===== config.mk =====
export PLATFORM = sky130hd
export DESIGN_NAME = mul_rs_flat
export DESIGN_NICKNAME = d
export VERILOG_FILES = /design/src/rtl/mul_rs_pkg.sv /design/src/rtl/mul_rs_if.sv /design/src/rtl/mul_rs_entry.sv /design/src/rtl/mul_rs.sv /design/src/flat_wrapper.sv
export SDC_FILE = /design/constraint.sdc
export NUM_CORES = 1
export LEC_CHECK = 0
export CAP_MARGIN = 10
export CORE_MARGIN = 3
export CORE_UTILIZATION = 50
export DETAILED_ROUTE_END_ITERATION = 6
export MAX_ROUTING_LAYER = met4
export PLACE_DENSITY = 0.75
export REMOVE_ABC_BUFFERS = 1
export SLEW_MARGIN = 20
export SYNTH_ARGS = -nofsm -noshare
export SYNTH_HDL_FRONTEND = slang
export SYNTH_SLANG_ARGS = --single-unit

===== constraint.sdc =====
create_clock -name clk -period 2.9 [get_ports clk]
set_input_delay 0.58 -clock clk [delete_from_list [all_inputs] [get_ports clk]]
set_output_delay 0.58 -clock clk [all_outputs]
set_load 0.02 [all_outputs]

===== src/rtl/mul_rs_pkg.sv =====
// Shared definitions for the multiply reservation station: entry states,
// datapath widths and the null tag that marks an operand value as present.
package mul_rs_pkg;
  localparam int DATA_W   = 32;
  localparam int OP_W     = 2;
  localparam int NULL_TAG = 0;

  typedef enum logic [1:0] {
    ST_FREE  = 2'd0,
    ST_WAIT  = 2'd1,
    ST_READY = 2'd2,
    ST_EXEC  = 2'd3
  } ent_state_e;
endpackage


===== src/rtl/mul_rs_if.sv =====
// Issue, CDB, multiplier-dispatch and result-request signals of the multiply
// reservation station; slave is the station side, master the surrounding core.
interface mul_rs_if #(parameter int TAG_W = 4);
  import mul_rs_pkg::*;

  logic              issueEN;
  logic [OP_W-1:0]   issueOp;
  logic [DATA_W-1:0] issueV1;
  logic [DATA_W-1:0] issueV2;
  logic [TAG_W-1:0]  issueQ1;
  logic [TAG_W-1:0]  issueQ2;
  logic [TAG_W-1:0]  issueTag;
  logic              full;
  logic              cdbValid;
  logic [TAG_W-1:0]  cdbTag;
  logic [DATA_W-1:0] cdbData;
  logic              aluWEN;
  logic              aluAvailable;
  logic [OP_W-1:0]   aluOp;
  logic [DATA_W-1:0] aluData1;
  logic [DATA_W-1:0] aluData2;
  logic              aluRequire;
  logic              resultValid;
  logic [TAG_W-1:0]  resultTag;
  logic              resultAC;

  modport slave (
    input  issueEN, issueOp, issueV1, issueV2, issueQ1, issueQ2,
    output issueTag, full,
    input  cdbValid, cdbTag, cdbData,
    output aluWEN, aluOp, aluData1, aluData2,
    input  aluAvailable, aluRequire,
    output resultValid, resultTag,
    input  resultAC
  );

  modport master (
    output issueEN, issueOp, issueV1, issueV2, issueQ1, issueQ2,
    input  issueTag, full,
    output cdbValid, cdbTag, cdbData,
    input  aluWEN, aluOp, aluData1, aluData2,
    output aluAvailable, aluRequire,
    input  resultValid, resultTag,
    output resultAC
  );
endinterface


===== src/rtl/mul_rs_entry.sv =====
// One reservation-station entry: lifecycle state, operand fields, issue-time
// capture with CDB forwarding, and CDB snooping while waiting for operands.
module mul_rs_entry
  import mul_rs_pkg::*;
#(
  parameter int TAG_W = 4
) (
  input  logic              clk,
  input  logic              rst,
  input  logic              alloc_i,
  input  logic [OP_W-1:0]   op_i,
  input  logic [DATA_W-1:0] v1_i,
  input  logic [DATA_W-1:0] v2_i,
  input  logic [TAG_W-1:0]  q1_i,
  input  logic [TAG_W-1:0]  q2_i,
  input  logic              cdb_vld_i,
  input  logic [TAG_W-1:0]  cdb_tag_i,
  input  logic [DATA_W-1:0] cdb_data_i,
  input  logic              dispatch_i,
  input  logic              release_i,
  output logic              free_o,
  output logic              ready_o,
  output logic              exec_o,
  output logic [OP_W-1:0]   op_o,
  output logic [DATA_W-1:0] v1_o,
  output logic [DATA_W-1:0] v2_o
);
  localparam logic [TAG_W-1:0] NULL_Q = TAG_W'(NULL_TAG);

  ent_state_e        state_q, state_d;
  logic [OP_W-1:0]   op_q, op_d;
  logic [DATA_W-1:0] v1_q, v1_d, v2_q, v2_d;
  logic [TAG_W-1:0]  q1_q, q1_d, q2_q, q2_d;

  // Operand capture: at allocation the incoming tags are compared against the
  // CDB so a same-cycle broadcast is not lost; afterwards only WAIT snoops.
  always_comb begin
    op_d = op_q;
    v1_d = v1_q;
    v2_d = v2_q;
    q1_d = q1_q;
    q2_d = q2_q;
    if (state_q == ST_FREE && alloc_i) begin
      op_d = op_i;
      if (cdb_vld_i && q1_i != NULL_Q && cdb_tag_i == q1_i) begin
        v1_d = cdb_data_i;
        q1_d = NULL_Q;
      end else begin
        v1_d = v1_i;
        q1_d = q1_i;
      end
      if (cdb_vld_i && q2_i != NULL_Q && cdb_tag_i == q2_i) begin
        v2_d = cdb_data_i;
        q2_d = NULL_Q;
      end else begin
        v2_d = v2_i;
        q2_d = q2_i;
      end
    end else if (state_q == ST_WAIT) begin
      if (cdb_vld_i && q1_q != NULL_Q && cdb_tag_i == q1_q) begin
        v1_d = cdb_data_i;
        q1_d = NULL_Q;
      end
      if (cdb_vld_i && q2_q != NULL_Q && cdb_tag_i == q2_q) begin
        v2_d = cdb_data_i;
        q2_d = NULL_Q;
      end
    end
  end

  always_comb begin
    state_d = state_q;
    case (state_q)
      ST_FREE:  if (alloc_i)
                  state_d = (q1_d != NULL_Q || q2_d != NULL_Q) ? ST_WAIT : ST_READY;
      ST_WAIT:  if (q1_d == NULL_Q && q2_d == NULL_Q) state_d = ST_READY;
      ST_READY: if (dispatch_i) state_d = ST_EXEC;
      ST_EXEC:  if (release_i) state_d = ST_FREE;
      default:  state_d = ST_FREE;
    endcase
  end

  always_ff @(posedge clk) begin
    if (rst) begin
      state_q <= ST_FREE;
      op_q    <= '0;
      v1_q    <= '0;
      v2_q    <= '0;
      q1_q    <= '0;
      q2_q    <= '0;
    end else begin
      state_q <= state_d;
      op_q    <= op_d;
      v1_q    <= v1_d;
      v2_q    <= v2_d;
      q1_q    <= q1_d;
      q2_q    <= q2_d;
    end
  end

  always_comb begin
    free_o  = (state_q == ST_FREE);
    ready_o = (state_q == ST_READY);
    exec_o  = (state_q == ST_EXEC);
    op_o    = op_q;
    v1_o    = v1_q;
    v2_o    = v2_q;
  end
endmodule


===== src/rtl/mul_rs.sv =====
// Multiply reservation station: allocates the lowest free entry on issue,
// dispatches the lowest ready entry to the multiplier and tags its result.
module mul_rs
  import mul_rs_pkg::*;
#(
  parameter int ENTRIES  = 3,
  parameter int TAG_W    = 4,
  parameter int TAG_BASE = 4
) (
  input logic      clk,
  input logic      RST,
  mul_rs_if.slave  bus
);
  localparam int IDX_W = (ENTRIES > 1) ? $clog2(ENTRIES) : 1;

  logic [ENTRIES-1:0] free_v, ready_v, exec_v, alloc_v, disp_v, rel_v;
  logic [OP_W-1:0]    op_v [ENTRIES];
  logic [DATA_W-1:0]  v1_v [ENTRIES];
  logic [DATA_W-1:0]  v2_v [ENTRIES];

  logic              free_any, ready_any;
  logic [IDX_W-1:0]  free_idx, ready_idx;
  logic [TAG_W-1:0]  inflight_q, inflight_d;

  for (genvar g = 0; g < ENTRIES; g++) begin : g_ent
    mul_rs_entry #(.TAG_W(TAG_W)) u_ent (
      .clk        (clk),
      .rst        (RST),
      .alloc_i    (alloc_v[g]),
      .op_i       (bus.issueOp),
      .v1_i       (bus.issueV1),
      .v2_i       (bus.issueV2),
      .q1_i       (bus.issueQ1),
      .q2_i       (bus.issueQ2),
      .cdb_vld_i  (bus.cdbValid),
      .cdb_tag_i  (bus.cdbTag),
      .cdb_data_i (bus.cdbData),
      .dispatch_i (disp_v[g]),
      .release_i  (rel_v[g]),
      .free_o     (free_v[g]),
      .ready_o    (ready_v[g]),
      .exec_o     (exec_v[g]),
      .op_o       (op_v[g]),
      .v1_o       (v1_v[g]),
      .v2_o       (v2_v[g])
    );
  end

  // Priority encoders scan from the top so the lowest index wins; both work
  // on registered entry state, so a slot freed this cycle is seen next cycle.
  always_comb begin
    free_any  = 1'b0;
    free_idx  = '0;
    ready_any = 1'b0;
    ready_idx = '0;
    for (int i = ENTRIES - 1; i >= 0; i--) begin
      if (free_v[i]) begin
        free_any = 1'b1;
        free_idx = IDX_W'(i);
      end
      if (ready_v[i]) begin
        ready_any = 1'b1;
        ready_idx = IDX_W'(i);
      end
    end
  end

  always_comb begin
    bus.full     = !free_any;
    bus.issueTag = free_any ? TAG_W'(TAG_BASE + int'(free_idx)) : '0;
    alloc_v      = '0;
    alloc_v[free_idx] = bus.issueEN && free_any;

    bus.aluWEN   = bus.aluAvailable && ready_any;
    disp_v       = '0;
    disp_v[ready_idx] = bus.aluWEN;
    bus.aluOp    = ready_any ? op_v[ready_idx] : '0;
    bus.aluData1 = ready_any ? v1_v[ready_idx] : '0;
    bus.aluData2 = ready_any ? v2_v[ready_idx] : '0;

    bus.resultValid = bus.aluRequire;
    bus.resultTag   = inflight_q;
    rel_v = exec_v & {ENTRIES{bus.aluRequire && bus.resultAC}};

    inflight_d = inflight_q;
    if (bus.aluWEN) inflight_d = TAG_W'(TAG_BASE + int'(ready_idx));
  end

  always_ff @(posedge clk) begin
    if (RST) inflight_q <= '0;
    else     inflight_q <= inflight_d;
  end
endmodule


===== src/flat_wrapper.sv =====
// flat-port wrapper written by rule: the top's interface ports become plain ports
module mul_rs_flat import mul_rs_pkg::*;
#(
  parameter int ENTRIES  = 3,
  parameter int TAG_W    = 4,
  parameter int TAG_BASE = 4
)
  (clk, RST, bus_issueEN, bus_issueOp, bus_issueV1, bus_issueV2, bus_issueQ1, bus_issueQ2, bus_issueTag, bus_full, bus_cdbValid, bus_cdbTag, bus_cdbData, bus_aluWEN, bus_aluOp, bus_aluData1, bus_aluData2, bus_aluAvailable, bus_aluRequire, bus_resultValid, bus_resultTag, bus_resultAC);
  mul_rs_if #(.TAG_W(TAG_W)) bus_i ();
  input logic clk;
  input logic RST;
  input wire logic [$bits(bus_i.issueEN)-1:0] bus_issueEN;
  input wire logic [$bits(bus_i.issueOp)-1:0] bus_issueOp;
  input wire logic [$bits(bus_i.issueV1)-1:0] bus_issueV1;
  input wire logic [$bits(bus_i.issueV2)-1:0] bus_issueV2;
  input wire logic [$bits(bus_i.issueQ1)-1:0] bus_issueQ1;
  input wire logic [$bits(bus_i.issueQ2)-1:0] bus_issueQ2;
  output wire logic [$bits(bus_i.issueTag)-1:0] bus_issueTag;
  output wire logic [$bits(bus_i.full)-1:0] bus_full;
  input wire logic [$bits(bus_i.cdbValid)-1:0] bus_cdbValid;
  input wire logic [$bits(bus_i.cdbTag)-1:0] bus_cdbTag;
  input wire logic [$bits(bus_i.cdbData)-1:0] bus_cdbData;
  output wire logic [$bits(bus_i.aluWEN)-1:0] bus_aluWEN;
  output wire logic [$bits(bus_i.aluOp)-1:0] bus_aluOp;
  output wire logic [$bits(bus_i.aluData1)-1:0] bus_aluData1;
  output wire logic [$bits(bus_i.aluData2)-1:0] bus_aluData2;
  input wire logic [$bits(bus_i.aluAvailable)-1:0] bus_aluAvailable;
  input wire logic [$bits(bus_i.aluRequire)-1:0] bus_aluRequire;
  output wire logic [$bits(bus_i.resultValid)-1:0] bus_resultValid;
  output wire logic [$bits(bus_i.resultTag)-1:0] bus_resultTag;
  input wire logic [$bits(bus_i.resultAC)-1:0] bus_resultAC;
  assign bus_i.issueEN = bus_issueEN;
  assign bus_i.issueOp = bus_issueOp;
  assign bus_i.issueV1 = bus_issueV1;
  assign bus_i.issueV2 = bus_issueV2;
  assign bus_i.issueQ1 = bus_issueQ1;
  assign bus_i.issueQ2 = bus_issueQ2;
  assign bus_issueTag = bus_i.issueTag;
  assign bus_full = bus_i.full;
  assign bus_i.cdbValid = bus_cdbValid;
  assign bus_i.cdbTag = bus_cdbTag;
  assign bus_i.cdbData = bus_cdbData;
  assign bus_aluWEN = bus_i.aluWEN;
  assign bus_aluOp = bus_i.aluOp;
  assign bus_aluData1 = bus_i.aluData1;
  assign bus_aluData2 = bus_i.aluData2;
  assign bus_i.aluAvailable = bus_aluAvailable;
  assign bus_i.aluRequire = bus_aluRequire;
  assign bus_resultValid = bus_i.resultValid;
  assign bus_resultTag = bus_i.resultTag;
  assign bus_i.resultAC = bus_resultAC;
  mul_rs #(.ENTRIES(ENTRIES), .TAG_W(TAG_W), .TAG_BASE(TAG_BASE)) u_core (.clk(clk), .RST(RST), .bus(bus_i));
endmodule

# [After elaboration in Yosys (flattened, before gate mapping)]
# Index checks and enable logic that the tools add are counted.
# W data, S select, Z words.
[op_classes] add_sub_neg=2 order_cmp=5 n_eq_ne=29 muxes=87 n_bitwise=4 n_reduce_logical=72
[op_table] cell="$mux W32" n=26
[op_table] cell="$bmux W32 S2" n=2
[op_table] cell="$mux W4" n=21
[op_table] cell="$reduce_bool A4 Y1" n=14
[op_table] cell="$mux W2" n=24
[op_table] cell="$eq A4 B4 Y1" n=8
[op_table] cell="$logic_and A1 B1 Y1" n=27
[op_table] cell="$logic_not A4 Y1" n=6
[op_table] cell="$ne A2 B1 Y1 const B" n=12
[op_table] cell="$pmux W2 S4" n=3
[op_table] cell="$reduce_bool A2 Y1" n=9
[op_table] cell="$eq A2 B2 Y1 const B" n=6
[op_table] cell="$reduce_and A2 Y1" n=6
[op_table] cell="$reduce_and A4 Y1" n=3
[op_table] cell="$and A3 B3 Y3" n=3
[op_table] cell="$add A3 B2 Y4 const A" n=2
[op_table] cell="$mux W1" n=8
[op_table] cell="$eq A2 B1 Y1 const B" n=3
[op_table] cell="$logic_not A2 Y1" n=3
[op_table] cell="$lt A2 B3 Y1 const B" n=2
[op_table] cell="$bmux W2 S2" n=1
[op_table] cell="$demux W1 S2" n=2
[op_table] cell="$ge A2 B1 Y1 const B" n=2
[op_table] cell="$ge A3 B3 Y1 const B" n=1
[op_table] cell="3 further kinds" n=5
[totals] ff_bits=232 out_inout_bits=77

# [Longest topological paths before layout]
[depth] ltp_word=16 mapped_depth=11 depth_no_buf=9

# [Cells and area by module]
# From an unflattened synthesis, not the netlist that was laid out.
[unflattened] hier_cells=1629 hier_area_um2=12933.7
[modules_own_cells] module="mul_rs_entry" instances=3 cells_each=432 area_per_inst_um2=3627.2 seq_area_each_um2=1521.5
[modules_own_cells] module="mul_rs" instances=1 cells_each=333 area_per_inst_um2=2052.0 seq_area_each_um2=60.1

# [Worst setup path after synthesis]
# Ideal clock, no wire load.
[synth_timing] path_kind="in2reg" startpoint="input port bus_cdbTag[3]" endpoint="register u_core.g_ent[1].u_ent.state_q[0]" setup_time_ps=95 t_arrival_ps=2918 t_required_ps=2805 slack_ps=-114 path_stages=9 n_path_buf=2 path_cell_list="buf_4 xor2_1 or3b_4 or4_1 buf_2 a2111oi_2 o211ai_1 or3_1 o311ai_1"
[synth_via] elab_chain_cells=10 word_cells_on_any_way=27
[synth_rtl] element="from (decl)" line="flat_wrapper.sv:21" source="input wire logic [$bits(bus_i.cdbTag)-1:0] bus_cdbTag;"
[synth_rtl] element="$eq A4 B4 Y1 (on tied branches)" line="mul_rs_entry.sv:60, mul_rs_entry.sv:64"
[synth_rtl] element="$logic_and A1 B1 Y1 (on tied branches)" line="mul_rs_entry.sv:60, mul_rs_entry.sv:64"
[synth_rtl] element="$mux W4 (on tied branches)" line="mul_rs_entry.sv:60, mul_rs_entry.sv:64"
[synth_rtl] element="$mux W4" line="mul_rs_entry.sv:59" source="end else if (state_q == ST_WAIT) begin"
[synth_rtl] element="$mux W4" line="mul_rs_entry.sv:43" source="if (state_q == ST_FREE && alloc_i) begin"
[synth_rtl] element="$reduce_bool A4 Y1" line="mul_rs_entry.sv:75" source="state_d = (q1_d != NULL_Q || q2_d != NULL_Q) ? ST_WAIT : ST_READY;"
[synth_rtl] element="$logic_or A1 B1 Y1" line="mul_rs_entry.sv:75"
[synth_rtl] element="$mux W2" line="mul_rs_entry.sv:75"
[synth_rtl] element="$mux W2" line="mul_rs_entry.sv:74" source="ST_FREE: if (alloc_i)"
[synth_rtl] element="$pmux W2 S4" line="mul_rs_entry.sv:73" source="case (state_q)"
[synth_rtl] element="to (signal assigned)" line="mul_rs_entry.sv:92" source="state_q <= state_d;"
[synth_rtl] element="to (decl)" line="mul_rs_entry.sv:30" source="ent_state_e state_q, state_d;"
# Parallel ways exist; a longest one is shown, timed or not. The select of a mux whose other input is x is not followed.
# A chain may end at the register's enable or synchronous reset.

# [Worst setup path in the final report]
[layout_timing] startpoint="register u_core.g_ent[1].u_ent.state_q[0]" endpoint="output port bus_aluData2[11]"
[layout_via] elab_chain_cells=8 word_cells_on_any_way=10
[layout_rtl] element="$eq A2 B2 Y1 *" line="mul_rs_entry.sv:103" source="ready_o = (state_q == ST_READY);"
[layout_rtl] element="$mux W2 (2 in a row)" line="mul_rs.sv:61" source="if (ready_v[i]) begin"
[layout_rtl] element="$not A2 Y3 (implied by the code)" line="mul_rs.sv:79" source="bus.aluData2 = ready_any ? v2_v[ready_idx] : '0;"
[layout_rtl] element="$bmux W32 S2" line="mul_rs.sv:79"
[layout_rtl] element="$mux W32 (implied by the code) (2 in a row)" line="mul_rs.sv:79"
[layout_rtl] element="$mux W32 *" line="mul_rs.sv:79"
[layout_rtl] element="to (decl)" line="flat_wrapper.sv:26" source="output wire logic [$bits(bus_i.aluData2)-1:0] bus_aluData2;"
# Every way passes the cells marked *; elsewhere a longest branch is shown, timed or not. The select of a mux whose other input is x is not followed.

==> results.md <==
CTS:
- The clock tree from TritonCTS is built.
- For the worst-skew pair, the clock arrives at the later sink with an insertion delay of 0.55 ns.
- The post-cts hold buffer count is 0.
- The number of clock buffers added by TritonCTS is 26.
- In this run the number of H-tree levels came out at 1.
- Clock-pin slew was measured on the worst setup and hold paths at 0.06 ns.
- The maximum root-to-sink buffer count is 3.
- The clock tree root buffer cell is sky130_fd_sc_hd__clkbuf_16.
- The total clock sinks is 231.

Timing:
- The number of failing setup endpoints in the final timing report is 0.
- The hold violation total from the final report is 0.
- The final critical path takes up 98.8% of the cycle.
- Derived from the worst setup path, the maximum achievable clock frequency is 349 MHz.
- At the pin with the least slew margin, the transition time is 0.861 ns.
- Setup repair after global routing could not meet its margin everywhere.
- The max-slew violation count is 0.
- The smallest hold slack is 0.455 ns.
- Counting I/O delays and the setup requirement, the final critical path takes 2.86 ns.
- The worst-case clock skew is 0.0285 ns.
- The worst relative slew slack is 42.6%.
- Adding up every negative setup slack in the final design gives 0 ns.

Place:
- The HPWL after detailed placement is 27.0 mm.
- Input and output buffers added on the ports amount to 191.
- The placed cell area is 16200 sq um.
- The weighted congestion reported at the end of routability-driven placement is 0.932.
- In this run, placement finished with an instance count of 2154.

Layout:
- Cells with a size suffix above 1 make up 18.7% of the layout.
- For this run, the post-layout net count is 1981.
- After routing the design area is 17100 sq um.
- The multi-input combinational cells in the finished layout cover a total of 8240 sq um.
- The number of fill cells in the layout is 2247.
- The final standard cell count with taps included and fillers excluded is 2208.
- The final design utilization is 65.4%.
- The area growth from synthesis to layout is 28.0%.
- The sequential cells in the finished layout cover a total of 4630 sq um.

Logic synthesis:
- The flip-flop and latch count after synthesis is 231.
- In this run the mean area of a mapped cell was 8.02 sq um.
- The dominant cell type by area after synthesis is sky130_fd_sc_hd__dfxtp_1.
- Counting flops with an async set or reset pin after synthesis yields a share of 0%.
- Counting distinct cell types in the post-synthesis netlist gives 64.
- Among all flip-flop cells after synthesis, the most frequent one is sky130_fd_sc_hd__dfxtp_1.
- The proportion of netlist area held by the largest area contributor is 34.6%.
- The post-synthesis cell area is 13400 sq um.
- The part of the Yosys area used for sequential elements is 34.6%.
- Yosys printed 0 warnings.
- The synthesized instance count is 1666.
- After synthesis, the cell types taking the most area are sky130_fd_sc_hd__dfxtp_1, sky130_fd_sc_hd__a211oi_1, sky130_fd_sc_hd__mux2i_1, sky130_fd_sc_hd__mux2_2, sky130_fd_sc_hd__nor2_1.
- Counting flops with a built-in enable in the synthesized netlist gives 0.

Power:
- The worst-case IR drop observed on VDD is 0.000499 V.
- In this run switching power makes up 38.0% of total power.
- In this run the power density over the cells is 776 nW/um^2.
- Combinational logic is responsible for 41.8% of the overall power.
- The clock group share of total power is 24.9%.
- The share of power burned in registers is 33.3%.
- The static power due to leakage is 7.80 nW.
- Internal power comes to 8.22 mW.
- For this design the total switching power over the nets is 5.05 mW.

Worst setup path:
- The kind of cell with the highest combined delay along the critical path is buffers and inverters.
- In this design, the stage delay of the slowest critical-path cell is 0.36 ns.
- The endpoint type of the worst setup path is an output port.
- Measured in cells, the most critical reg-to-reg path has a length of 9.
- Counting both buffers and inverters, the worst setup path holds a total of 4.
- The signal arrival time at the worst endpoint is 2.28 ns.
- The highest net fanout along the worst path is 17.
- Data on the critical path is required at its endpoint by 2.32 ns.
- The critical register-to-register path endpoint is u_core.g_ent[2].u_ent.state_q[1]$_SDFFE_PP0P_.
- The critical path is of the reg2out type.
- Walking the worst path, the cells encountered are inv_2 > ha_4 > inv_4 > bufbuf_16 > and3_1 > a21oi_1 > o21ai_1 > clkdlybuf4s15_2.
- The cell at the slowest stage of the critical path is sky130_fd_sc_hd__dfxtp_1.
- The worst setup path is launched from a register.
- The start of the worst register-to-register path is u_core.g_ent[2].u_ent.state_q[1]$_SDFFE_PP0P_.
- The reg-to-reg setup timing slack is 0.08 ns.

Floorplan:
- The y dimension of the die is 169 um.
- The area of the core region is 26100 sq um.
- 194 I/O pins were placed.
- The die outline area is 28700 sq um.
- The initialized floorplan defines 59 standard-cell rows.
- For this configuration, the core starts out at a cell density of 51.1%.
- The overall die width is 169 um.

Routing:
- After detailed routing, the number of remaining DRC violations is 0.
- The count of vias placed by the detailed router is 13400.
- In this run the remaining antenna-violating nets after routing total 0.
- After detailed routing, the total wire length is 43.7 mm.
- For this run, the detailed router's first-pass iteration total came to 5.
- The detailed router finished its first iteration with 1147 violations.
- The mean routed wirelength per cell is 19.8 um.
- The number of vias per cell after detailed routing is 6.08.

Hold path:
- The min-delay analysis places its worst path in the category reg2reg.
- Along the worst hold path, the cell count comes to 2.
- The endpoint with the worst hold slack is u_core.g_ent[0].u_ent.op_o[0]$_SDFFE_PP0N_.
- The startpoint identified for the worst hold timing path is u_core.g_ent[0].u_ent.op_o[0]$_SDFFE_PP0N_.

Global route:
- The remaining global-route overflow is 0.
- Entering global routing, the biggest net connects 82 pins.
- Global routing consumed, over all layers together, 29.8% of the routing resources.
- The number of global-route vias before repair is 13000.
- The first global-routing pass estimated 68.4 mm of wire.
- The number of antenna violations at the first check in global routing is 2.

Status:
- The run finished with clean final reports.

Job:
- Max-cap violations in this run came to 0.
==> worst max path at each step <==
stage | start | to | slack [ns] | cells past startpoint
global placement | bus_cdbTag[1] | u_core.g_ent[2].u_ent.q2_q[3]$_SDFF_PP0_ | -0.58 | 10
CTS | bus_cdbTag[1] | u_core.g_ent[2].u_ent.v1_o[11]$_SDFFE_PP0P_ | -0.07 | 11
finish | u_core.g_ent[1].u_ent.state_q[0]$_SDFFE_PP0P_ | bus_aluData2[11] | 0.04 | 8
global route | u_core.g_ent[2].u_ent.state_q[0]$_SDFFE_PP0P_ | bus_aluData1[16] | -0.006 | 7
floorplan | u_core.g_ent[1].u_ent.state_q[0]$_SDFFE_PP0P_ | u_core.g_ent[2].u_ent.state_q[1]$_SDFFE_PP0P_ | -4.89 | 9
detailed placement | bus_cdbTag[1] | u_core.g_ent[0].u_ent.v2_o[28]$_SDFFE_PP0P_ | -0.65 | 8
==> synthesized netlist by cell type (2+ instances only) <==
cell	instances
sky130_fd_sc_hd__o22ai_1	2
sky130_fd_sc_hd__a221oi_1	3
sky130_fd_sc_hd__xor2_1	26
sky130_fd_sc_hd__o41ai_1	5
sky130_fd_sc_hd__dfxtp_1	231
sky130_fd_sc_hd__a311oi_1	2
sky130_fd_sc_hd__nand3b_1	3
sky130_fd_sc_hd__nor4_1	8
sky130_fd_sc_hd__o22a_1	2
sky130_fd_sc_hd__o21ai_0	79
sky130_fd_sc_hd__nand4_1	2
sky130_fd_sc_hd__nand3_1	9
sky130_fd_sc_hd__or2_2	4
sky130_fd_sc_hd__a22oi_1	2
sky130_fd_sc_hd__a21oi_1	86
sky130_fd_sc_hd__mux2i_1	130
sky130_fd_sc_hd__ha_1	13
sky130_fd_sc_hd__or4_1	2
sky130_fd_sc_hd__xnor2_1	2
sky130_fd_sc_hd__buf_4	5
sky130_fd_sc_hd__nand2b_1	7
sky130_fd_sc_hd__inv_1	14
sky130_fd_sc_hd__or3_1	5
sky130_fd_sc_hd__nor3_1	12
sky130_fd_sc_hd__and2_1	5
sky130_fd_sc_hd__a21boi_0	2
sky130_fd_sc_hd__a211oi_1	196
sky130_fd_sc_hd__a31oi_1	16
sky130_fd_sc_hd__buf_1	19
sky130_fd_sc_hd__buf_2	4
sky130_fd_sc_hd__and3_1	67
sky130_fd_sc_hd__o211ai_1	4
sky130_fd_sc_hd__nor2_1	241
sky130_fd_sc_hd__mux2_2	97
sky130_fd_sc_hd__nor2b_1	5
sky130_fd_sc_hd__clkbuf_1	127
sky130_fd_sc_hd__a21o_1	2
sky130_fd_sc_hd__nand2_1	201
==> per-layer routing <==
| layer | wire (um) | global-route usage (%) |
|---|---|---|
| met1 | 18800 | 38.7 |
| met2 | 20600 | 48.8 |
| met3 | 3420 | 4.26 |
| met4 | 898 | 8.53 |
| met5 | 0 | - |
==> cell usage in the layout (no fill, tap or decap), drive strengths merged, types with 3 or more instances in the layout <==
| master | synthesis | routed |
|---|---|---|
| nor2 | 241 | 241 |
| dfxtp | 231 | 231 |
| nand2 | 201 | 201 |
| a211oi | 196 | 196 |
| buf | 29 | 133 |
| mux2i | 130 | 130 |
| clkdlybuf4s50 | 0 | 118 |
| mux2 | 97 | 97 |
| a21oi | 86 | 86 |
| o21ai | 80 | 80 |
| and3 | 67 | 67 |
| clkbuf | 127 | 66 |
| xor2 | 26 | 26 |
| dlygate4sd2 | 0 | 19 |
| a31oi | 16 | 16 |
| inv | 14 | 15 |
| ha | 13 | 13 |
| nor3 | 12 | 12 |
| nand3 | 9 | 9 |
| nor4 | 8 | 8 |
| nand2b | 7 | 7 |
| clkinv | 0 | 7 |
| clkdlybuf4s15 | 0 | 7 |
| nor2b | 5 | 5 |
| o41ai | 5 | 5 |
| or3 | 5 | 5 |
| and2 | 5 | 5 |
| o211ai | 4 | 4 |
| or2 | 4 | 4 |
| nand3b | 3 | 3 |
| a221oi | 3 | 3 |
| dlymetal6s2s | 0 | 3 |
==> cells by family after synthesis <==
family | count (synthesis) | share of synthesized area, %
AND/OR/NAND/NOR | 577 | 18.8
AO/OA/AOI/OAI | 419 | 20.6
flip-flops | 231 | 34.6
multiplexers | 227 | 17.9
buffers and inverters | 170 | 5.01
XOR/XNOR | 28 | 1.83
adder cells (fa/ha/maj) | 13 | 1.22
other | 1 | 0.0281
==> worst register-to-register path, cell delays in order (launching register included) <==
cell                       delay (ns)
sky130_fd_sc_hd__dfxtp_1         0.32
sky130_fd_sc_hd__inv_2           0.08
sky130_fd_sc_hd__ha_4            0.14
sky130_fd_sc_hd__nand2_1         0.07
sky130_fd_sc_hd__a2111o_1        0.40
sky130_fd_sc_hd__or3_2           0.47
sky130_fd_sc_hd__a32o_1          0.24
sky130_fd_sc_hd__or4_4           0.55
sky130_fd_sc_hd__o21a_1          0.19
sky130_fd_sc_hd__a311oi_2        0.27
==> final cells by class <==
cell class,instances,share of cell area [%]
clock inverter,10,0.622
multi-input combinational,1266,48.2
sequential,231,27.1
antenna,2,0.0293
timing repair buffer,312,16.8
clock buffer,38,4.48
tap,335,2.45
inverter,14,0.322
==> sequential cells by signal, indices dropped and copies added, names as in the netlist <==
name,flops
u_core.g_ent.u_ent.state_q,6
u_core.g_ent.u_ent.op_o,6
u_core.bus.resultTag,3
u_core.g_ent.u_ent.q1_q,12
u_core.g_ent.u_ent.v2_o,96
u_core.g_ent.u_ent.v1_o,96
u_core.g_ent.u_ent.q2_q,12
==> metrics by stage <==
step | setup WS (ns) | power [mW]
floorplan | -4.89 | 7.57
global placement | -0.576 | 9.73
detailed placement | -0.646 | 9.88
CTS | -0.0711 | 13.2
global route | -0.00594 | 14.0
finish | 0.0362 | 13.3
==> power groups by stage <==
stage	logic (mW)	registers [mW]	clock network, mW
2_1_floorplan	3.23	4.35	0
3_3_place_gp	5.33	4.39	0
3_5_place_dp	5.44	4.44	0
4_1_cts	5.49	4.39	3.32
5_1_grt	6.00	4.49	3.46
6_report	5.55	4.42	3.30
==> repair_timing <==
| action | in CTS | in global routing |
|---|---|---|
| cloned | 2 | 1 |
| gates resized for setup | 159 | 105 |
| setup endpoints to repair | 215 | 145 |
| pin swaps | 2 | 2 |
| setup buffers | 0 | 1 |
(Power assumes the default switching activity.)
